--- src/rtl/seg_scan_mux.sv ---
// seg_scan_mux: time-multiplexed 4-digit 7-segment scan driver with frame-aligned double buffering.
// Optional leading-zero blanking is enabled by defining SEG_SCAN_LZB_EN.
`default_nettype none

module seg_scan_mux #(
  parameter int unsigned TICK_DIV = 100000
) (
  input  logic        clk,
  input  logic        rst_n,
  input  logic        load,
  input  logic [15:0] data_in,
  input  logic [3:0]  dp_in,
  output logic [3:0]  bcd,
  output logic        dp,
  output logic [3:0]  an,
  output logic        frame_tick,
  output logic        pending
);

  localparam logic [23:0] DIV_LAST = 24'(TICK_DIV - 1);

  logic [23:0] div_cnt_q, div_cnt_d;
  logic [1:0]  idx_q, idx_d;
  logic [19:0] shadow_q, shadow_d;
  logic [19:0] display_q, display_d;
  logic [3:0]  an_q, an_d;
  logic [3:0]  bcd_q, bcd_d;
  logic        dp_q, dp_d;
  logic        frame_tick_q, frame_tick_d;
  logic        pending_q, pending_d;

  logic        tick;
  logic        wrap;
  logic        blank;
  logic [19:0] new_val;

  always_comb begin
    tick      = (div_cnt_q == DIV_LAST);
    wrap      = tick && (idx_q == 2'd3);
    new_val   = {dp_in, data_in};
    div_cnt_d = tick ? 24'd0 : div_cnt_q + 24'd1;
    idx_d     = tick ? idx_q + 2'd1 : idx_q;
    shadow_d  = load ? new_val : shadow_q;
    // A load landing on the wrap edge bypasses the shadow so it is shown in this very frame.
    display_d = wrap ? (load ? new_val : shadow_q) : display_q;
    pending_d = wrap ? 1'b0 : (load ? 1'b1 : pending_q);
    frame_tick_d = wrap;
  end

  always_comb begin
    blank = 1'b0;
`ifdef SEG_SCAN_LZB_EN
    case (idx_d)
      2'd3:    blank = (display_d[15:12] == 4'd0);
      2'd2:    blank = (display_d[15:8]  == 8'd0);
      2'd1:    blank = (display_d[15:4]  == 12'd0);
      default: blank = 1'b0;
    endcase
`endif
    an_d  = an_q;
    bcd_d = bcd_q;
    dp_d  = dp_q;
    if (tick) begin
      an_d  = blank ? 4'b1111 : ~(4'b0001 << idx_d);
      bcd_d = 4'(display_d[15:0] >> {idx_d, 2'b00});
      dp_d  = display_d[16 + idx_d];
    end
  end

  always_ff @(posedge clk or negedge rst_n) begin
    if (!rst_n) begin
      div_cnt_q    <= 24'd0;
      idx_q        <= 2'd0;
      shadow_q     <= 20'd0;
      display_q    <= 20'd0;
      an_q         <= 4'b1110;
      bcd_q        <= 4'd0;
      dp_q         <= 1'b0;
      frame_tick_q <= 1'b0;
      pending_q    <= 1'b0;
    end else begin
      div_cnt_q    <= div_cnt_d;
      idx_q        <= idx_d;
      shadow_q     <= shadow_d;
      display_q    <= display_d;
      an_q         <= an_d;
      bcd_q        <= bcd_d;
      dp_q         <= dp_d;
      frame_tick_q <= frame_tick_d;
      pending_q    <= pending_d;
    end
  end

  assign an         = an_q;
  assign bcd        = bcd_q;
  assign dp         = dp_q;
  assign frame_tick = frame_tick_q;
  assign pending    = pending_q;

endmodule

`default_nettype wire

--- config.mk ---
export PLATFORM = sky130hd
export DESIGN_NAME = seg_scan_mux
export DESIGN_NICKNAME = d
export VERILOG_FILES = /design/src/rtl/seg_scan_mux.sv
export SDC_FILE = /design/constraint.sdc
export NUM_CORES = 1
export LEC_CHECK = 0
export ABC_AREA = 0
export CORE_UTILIZATION = 25
export CTS_CLUSTER_DIAMETER = 40
export CTS_CLUSTER_SIZE = 14
export DETAILED_ROUTE_END_ITERATION = 8
export MAX_ROUTING_LAYER = met4
export PLACE_DENSITY_LB_ADDON = 0.1
export SLEW_MARGIN = 40
export SYNTH_ARGS = -nofsm -noshare
export SYNTH_HDL_FRONTEND = slang
export SYNTH_SLANG_ARGS = --single-unit
--- constraint.sdc ---
create_clock -name clk -period 2.77 [get_ports clk]
set_input_delay 0.554 -clock clk [delete_from_list [all_inputs] [get_ports clk]]
set_output_delay 0.554 -clock clk [all_outputs]
set_load 0.05 [all_outputs]
==> results_dict.tcl, run 1 <==
set metrics [dict create \
    grt_pass1_vias 2253 \
    grt.total_usage_pct 12.6 \
    cts_tree "yes" \
    clk_pin_slew_ns 0.06 \
    syn_area_um2 3420 \
    cp-start-kind "register" \
    ctsResizeCount 0 \
    syn_area_per_cell_um2 12.2 \
    critPathMaxFanout 4 \
    p_int_mw 2.17 \
    timing.setup.tns_ns 0 \
    fin_util_pct 32.8 \
    min_period_ns 2.28 \
    worstSkewPairLatency_ns 0.34 \
    start_util_pct 25.7 \
    worstSetupPathType "reg -> reg" \
    yosys_warnings 0 \
    root_buffer "clkbuf_16" \
    comb_power_share_pct 5.1 \
    portBuffers 33 \
    numCtsBuffers 9 \
    drtIter0Drc 99 \
    cts.sinks 77 \
    cts_hold_buffers 0 \
    hold_viol 0 \
    fp.dieH_um 119 \
    wl_per_cell_um 15.5 \
    h-tree-depth 3 \
    synthToLayoutAreaGrowth_pct 27.2 \
    finalClockSkew_ns 0.00851 \
    grt_max_degree 52 \
    layout-drive-gt1-share_pct 19.0 \
    post_synth_num_cell_types 40 \
    syn-instance-count 281 \
    via_count 2228 \
    ys_seq_elements 77 \
    cp_data_required_time_ns 3.03 \
    sw_frac_of_total_pct 20.2 \
    num_antenna_cells 0 \
    synth_seq_area_share_pct 56.4 \
    worstHoldPathType "in -> async" \
    rows 42 \
    setup_viol 0 \
    grt_setup_unrepaired "false" \
    gp_congestion 0.695 \
    outcome "completed" \
    finalMaxSlewViolations 0 \
    p_per_area_nw_per_um2 623 \
    switchingPower_mw 0.549 \
    placed_cells 487 \
    die_x_um 119 \
    tightest_slew_ns 0.682 \
    worst_slew_margin_rel_pct 54.2 \
    routed_wl_mm 7.79 \
    core_area_um2 13300 \
    grt-ovfl-total 0 \
    finish.net_count 347 \
    dieArea_um2 14200 \
    cp_data_arrival_time_ns 2.54 \
    post-dp-hpwl_mm 5.14 \
    p_leak_nw 1.91 \
    firstDrtPassIters 5 \
    ctsLongestPathBuffers 2 \
    clock_power_share_pct 51.7 \
    seqPwrFrac_pct 43.2 \
    vdd_drop_max_uv 241 \
    finalCritPeriodShare_pct 82.2 \
    drc 0 \
    fmax_ghz 0.439 \
    fillers 1357 \
    antenna_left 0 \
    endpoint_kind "register" \
    cap_violations 0 \
    instances_no_fill 503 \
    syn_nets 306 \
    ioPinCount 34 \
    vias_per_cell 4.43 \
    grt_pass1_wl_mm 12.9 \
    antenna_found_initial 0 \
    postCtsSetupBuffers 0 \
]
registers in the layout, indices dropped and copies added (netlist names):
name,cells
pending,1
dp,1
frame_tick,1
bcd,4
an,4
div_cnt_q,24
display_q,20
shadow_q,20
idx_q,2
cell families after synthesis:
group / Yosys count / share of synthesized area (%)
buf+inv: 23 / 3.33
xor+xnor: 23 / 5.88
mux: 40 / 15.5
compound gates: 28 / 5.30
flops: 77 / 56.4
simple gates: 88 / 12.9
fa+ha+maj: 2 / 0.731
cell type report:
cell class | instances | area [µm²] | area share, %
clock inverters | 5 | 106 | 2.44
flip-flops and latches | 77 | 1930 | 44.3
clock buffers | 11 | 253 | 5.80
well taps | 176 | 220 | 5.06
multi-input cells | 181 | 1380 | 31.7
repair buffers | 40 | 418 | 9.59
inverters | 13 | 48.8 | 1.12
per-layer routing:
metal | vias up | share of wire (%) | track usage (%)
met2 | 36 | 44 | 17.6
li1 | 1064 | - | -
met1 | 1119 | 51 | 16.9
met5 | - | 0 | -
met4 | 0 | 1.1 | 4.27
met3 | 9 | 3.6 | 4.12
Yosys cell counts:
cell type,n,area share (%)
a221oi_1,4,1.0
o21ai_1,8,1.2
or4b_2,1,0.29
o22a_1,1,0.26
dfrtp_1,74,54
nor4b_1,1,0.26
or4_4,1,0.33
nor3_1,3,0.44
nand3_1,6,0.88
nand4bb_1,1,0.33
or4_1,1,0.22
and3_1,2,0.37
mux4_2,4,2.6
a21oi_1,4,0.58
dfstp_2,3,2.3
buf_2,4,0.58
o211ai_1,1,0.22
nor4bb_1,2,0.58
mux2_2,15,4.9
o221ai_1,1,0.26
inv_1,13,1.4
mux2i_1,9,2.6
nand2b_1,1,0.18
nor2_1,28,3.1
a31oi_1,5,0.91
and4_1,2,0.51
nor4_1,3,0.55
a211oi_1,4,0.88
nand4_1,7,1.3
clkbuf_1,2,0.22
or3_4,1,0.33
buf_1,1,0.11
nor2b_1,2,0.37
buf_6,3,0.99
nand2_1,25,2.7
xor2_1,11,2.8
nor2_2,1,0.18
ha_1,2,0.73
xnor2_1,12,3.1
mux2_4,12,5.3
final timing paths:
| kind | startpoint | end | slack, ns | depth (start not counted) |
|---|---|---|---|---|
| worst max register to register | idx_q[0]$_DFF_PN0_ | bcd[0]$_DFFE_PN0N_ | 0.49 | 5 |
| worst min-delay path | rst_n | shadow_q[19]$_DFF_PN0_ | 0.25 | 1 |
| max in group asynchronous | rst_n | an[1]$_DFFE_PN1N_ | 1.84 | 2 |
| worst min register to register | div_cnt_q[23]$_DFF_PN0_ | div_cnt_q[23]$_DFF_PN0_ | 0.47 | 1 |
| min in group clk | div_cnt_q[23]$_DFF_PN0_ | div_cnt_q[23]$_DFF_PN0_ | 0.47 | 1 |
| worst max-delay path | idx_q[0]$_DFF_PN0_ | bcd[0]$_DFFE_PN0N_ | 0.49 | 5 |
placed cells by master, fill, tap and decap left out, types with 3 or more instances in the layout:
master,n
clkbuf_16,9
nor2_1,28
a21oi_1,4
mux2_4,12
mux2i_1,9
nor3_1,3
inv_1,13
nand2_1,25
dfstp_2,3
a211oi_1,4
a31oi_1,5
mux4_2,4
dfrtp_1,74
bufinv_16,3
a221oi_1,4
nand3_1,6
xor2_1,11
mux2_2,15
nand4_1,7
clkdlybuf4s50_1,32
xnor2_1,12
nor4_1,3
buf_12,3
o21ai_1,8
buf_4,5
per-stage QoR:
stage	total power [mW]	hold WS, ns	cell area [µm²]	setup slack, ns
2_1_floorplan	1.26	0.258	3420	0.763
3_3_place_gp	1.33	0.469	4000	0.365
3_5_place_dp	1.34	0.477	4000	0.329
4_1_cts	2.76	0.283	4360	0.476
5_1_grt	2.82	0.312	4360	0.373
6_report	2.72	0.250	4360	0.492
worst max-delay path: stages (launching register included):
cell and delay (ns):
dfrtp_1 0.35, ha_1 0.21, or4b_2 0.62, nor3_1 0.59
a221oi_1 0.23, a31oi_1 0.21
power groups by stage:
| stage | clock network [mW] | logic [mW] | registers, mW |
|---|---|---|---|
| 2_1_floorplan | 0 | 0.0660 | 1.19 |
| 3_3_place_gp | 0 | 0.140 | 1.19 |
| 3_5_place_dp | 0 | 0.142 | 1.19 |
| 4_1_cts | 1.45 | 0.143 | 1.17 |
| 5_1_grt | 1.49 | 0.154 | 1.18 |
| 6_report | 1.40 | 0.137 | 1.17 |
(Power assumes the default switching activity.)
==> run 2: changes to the inputs <==
==> constraint.sdc (replaced) <==
create_clock -name clk -period 2.1 [get_ports clk]
set_input_delay 0.42 -clock clk [delete_from_list [all_inputs] [get_ports clk]]
set_output_delay 0.42 -clock clk [all_outputs]
set_load 0.05 [all_outputs]
==> run 2 against run 1 <==
Against the previous run: clock skew about the same; clock power increased by 12%; critical endpoint is now display_q[4]$_DFF_PN0_; largest power group unchanged; maximum frequency increased by 10%; highest routed layer unchanged.
==> results_dict.tcl, run 2 (synthesis results as in run 1) <==
set metrics [dict create \
    grt_pass1_vias 2554 \
    ctsLongestPathBuffers 2 \
    root_buffer "clkbuf_16" \
    worstHoldPathType "reg -> reg" \
    clk_pin_slew_ns 0.06 \
    cp_data_required_time_ns 2.33 \
    outcome "completed" \
    antenna_left 0 \
    num_antenna_cells 0 \
    grt_pass1_wl_mm 13.6 \
    final_common_cell "dfrtp_1" \
    dieArea_um2 14200 \
    p_per_area_nw_per_um2 706 \
    reg_top3 "div_cnt_q (24), display_q (20), shadow_q (20)" \
    drc 0 \
    fp.dieH_um 119 \
    cap_violations 0 \
    vdd_drop_max_uv 292 \
    portBuffers 33 \
    cp_num_buf_inv 1 \
    wl_per_cell_um 14.7 \
    cts.sinks 77 \
    holdWs_ns 0.481 \
    min_path_cells 2 \
    worstSetupPathType "reg -> reg" \
    r2r_cells 5 \
    firstDrtPassIters 4 \
    core_area_um2 13300 \
    r2r_end "display_q[4]$_DFF_PN0_" \
    antenna_found_initial 0 \
    critPathMaxFanout 16 \
    cp_data_arrival_time_ns 2.29 \
    hold_viol 0 \
    dpl_worst_slack_ns -0.169 \
    instances_no_fill 557 \
    gp_congestion 0.715 \
    layout-drive-gt1-share_pct 33.1 \
    grt.total_usage_pct 13.4 \
    path_delay_family "simple AND/OR/NAND/NOR gates" \
    fillers 1330 \
    stdcell_area_um2 4750 \
    cts_tree "yes" \
    min_period_ns 2.06 \
    start_util_pct 25.7 \
    ioPinCount 34 \
    layout_common_cells "dfrtp_1, buf_4, clkdlybuf4s50_1" \
    rows 42 \
    synthToLayoutAreaGrowth_pct 38.7 \
    numCtsBuffers 9 \
    setup_viol 0 \
    grt_max_degree 34 \
    p_leak_nw 2.17 \
    rrSetupSlack_ns 0.04 \
    worstHoldStart "display_q[12]$_DFF_PN0_" \
    cp_cell_sequence "nand4bb_1 -> or4_4 -> or3_4 -> buf_12 -> mux2_4" \
    grt-ovfl-total 0 \
    fin_util_pct 35.7 \
    largest_reg_flops 24 \
    top_register "div_cnt_q" \
    routed_wl_mm 8.16 \
    worst_slew_margin_rel_pct 66.2 \
    post-dp-hpwl_mm 5.63 \
    fmax_ghz 0.485 \
    endpoint_kind "register" \
    h-tree-depth 3 \
    die_x_um 119 \
    finalCritPeriodShare_pct 98.2 \
    finalMaxSlewViolations 0 \
    drtIter0Drc 101 \
    min_to "display_q[12]$_DFF_PN0_" \
    critPathSlowestCell "or4_4" \
    finish.net_count 401 \
    setup_ws_ns 0.0380 \
    finalClockSkew_ns 0.00901 \
    placed_cells 538 \
    cp-start-kind "register" \
    worstSkewPairLatency_ns 0.34 \
    tightest_slew_ns 0.505 \
    via_count 2372 \
    cpPeakStageDelay_ns 0.44 \
    placed_area_um2 4370 \
    vias_per_cell 4.26 \
    rr_startpoint "div_cnt_q[13]$_DFF_PN0_" \
]
-- run 2: per-layer routing --
metal	track usage, %	part of all wire, %	vias to the layer above
met5	-	0	-
met4	7.59	2.5	0
met3	2.59	2.4	14
met2	19.5	45	30
met1	17.3	50	1150
li1	-	-	1178
-- run 2: report_power, final --
part / total, mW / internal (mW) / leakage, nW / switching [mW]
clock: 1.57 / 0.950 / 0.152 / 0.623
combinational: 0.232 / 0.135 / 1.10 / 0.0971
sequential: 1.55 / 1.53 / 0.924 / 0.0159
total: 3.35 / 2.62 / 2.17 / 0.736
-- run 2: worst max-delay path by stage --
stage | start | endpoint | slack [ns] | cells after the start
2_1_floorplan | div_cnt_q[20]$_DFF_PN0_ | display_q[0]$_DFF_PN0_ | 0.09 | 5
3_3_place_gp | load | bcd[0]$_DFFE_PN0N_ | -0.18 | 8
3_5_place_dp | load | bcd[0]$_DFFE_PN0N_ | -0.17 | 8
4_1_cts | div_cnt_q[14]$_DFF_PN0_ | display_q[4]$_DFF_PN0_ | 0.02 | 4
5_1_grt | div_cnt_q[13]$_DFF_PN0_ | display_q[4]$_DFF_PN0_ | -0.00004 | 5
6_report | div_cnt_q[13]$_DFF_PN0_ | display_q[4]$_DFF_PN0_ | 0.04 | 5
-- run 2: layout make-up --
class,count,area (µm²),area share [%]
Clock inverter,6,62.6,1.32
Timing Repair Buffer,94,831,17.5
Clock buffer,10,239,5.03
Tap cell,176,220,4.64
Multi-Input combinational cell,181,1420,29.8
Inverter,13,48.8,1.03
Sequential cell,77,1930,40.7
-- run 2: metrics by stage --
step | power [mW] | TNS (ns)
floorplan | 1.66 | 0
global placement | 1.81 | -0.594
detailed placement | 1.81 | -0.660
CTS | 3.43 | 0
global route | 3.50 | -0.0000353
finish | 3.35 | 0
-- run 2: worst reg2reg max path: stages, from the launching register on --
cell	delay, ns
dfrtp_1	0.38
nand4bb_1	0.23
or4_4	0.44
or3_4	0.42
buf_12	0.18
mux2_4	0.31
-- run 2: what timing repair did --
item                       CTS  global route
gates resized for setup      1             8
pin swaps                    0             4
setup endpoints to repair    1            23
hold buffers                 1             0
hold endpoints to repair    23             0
buffers inserted             0             2
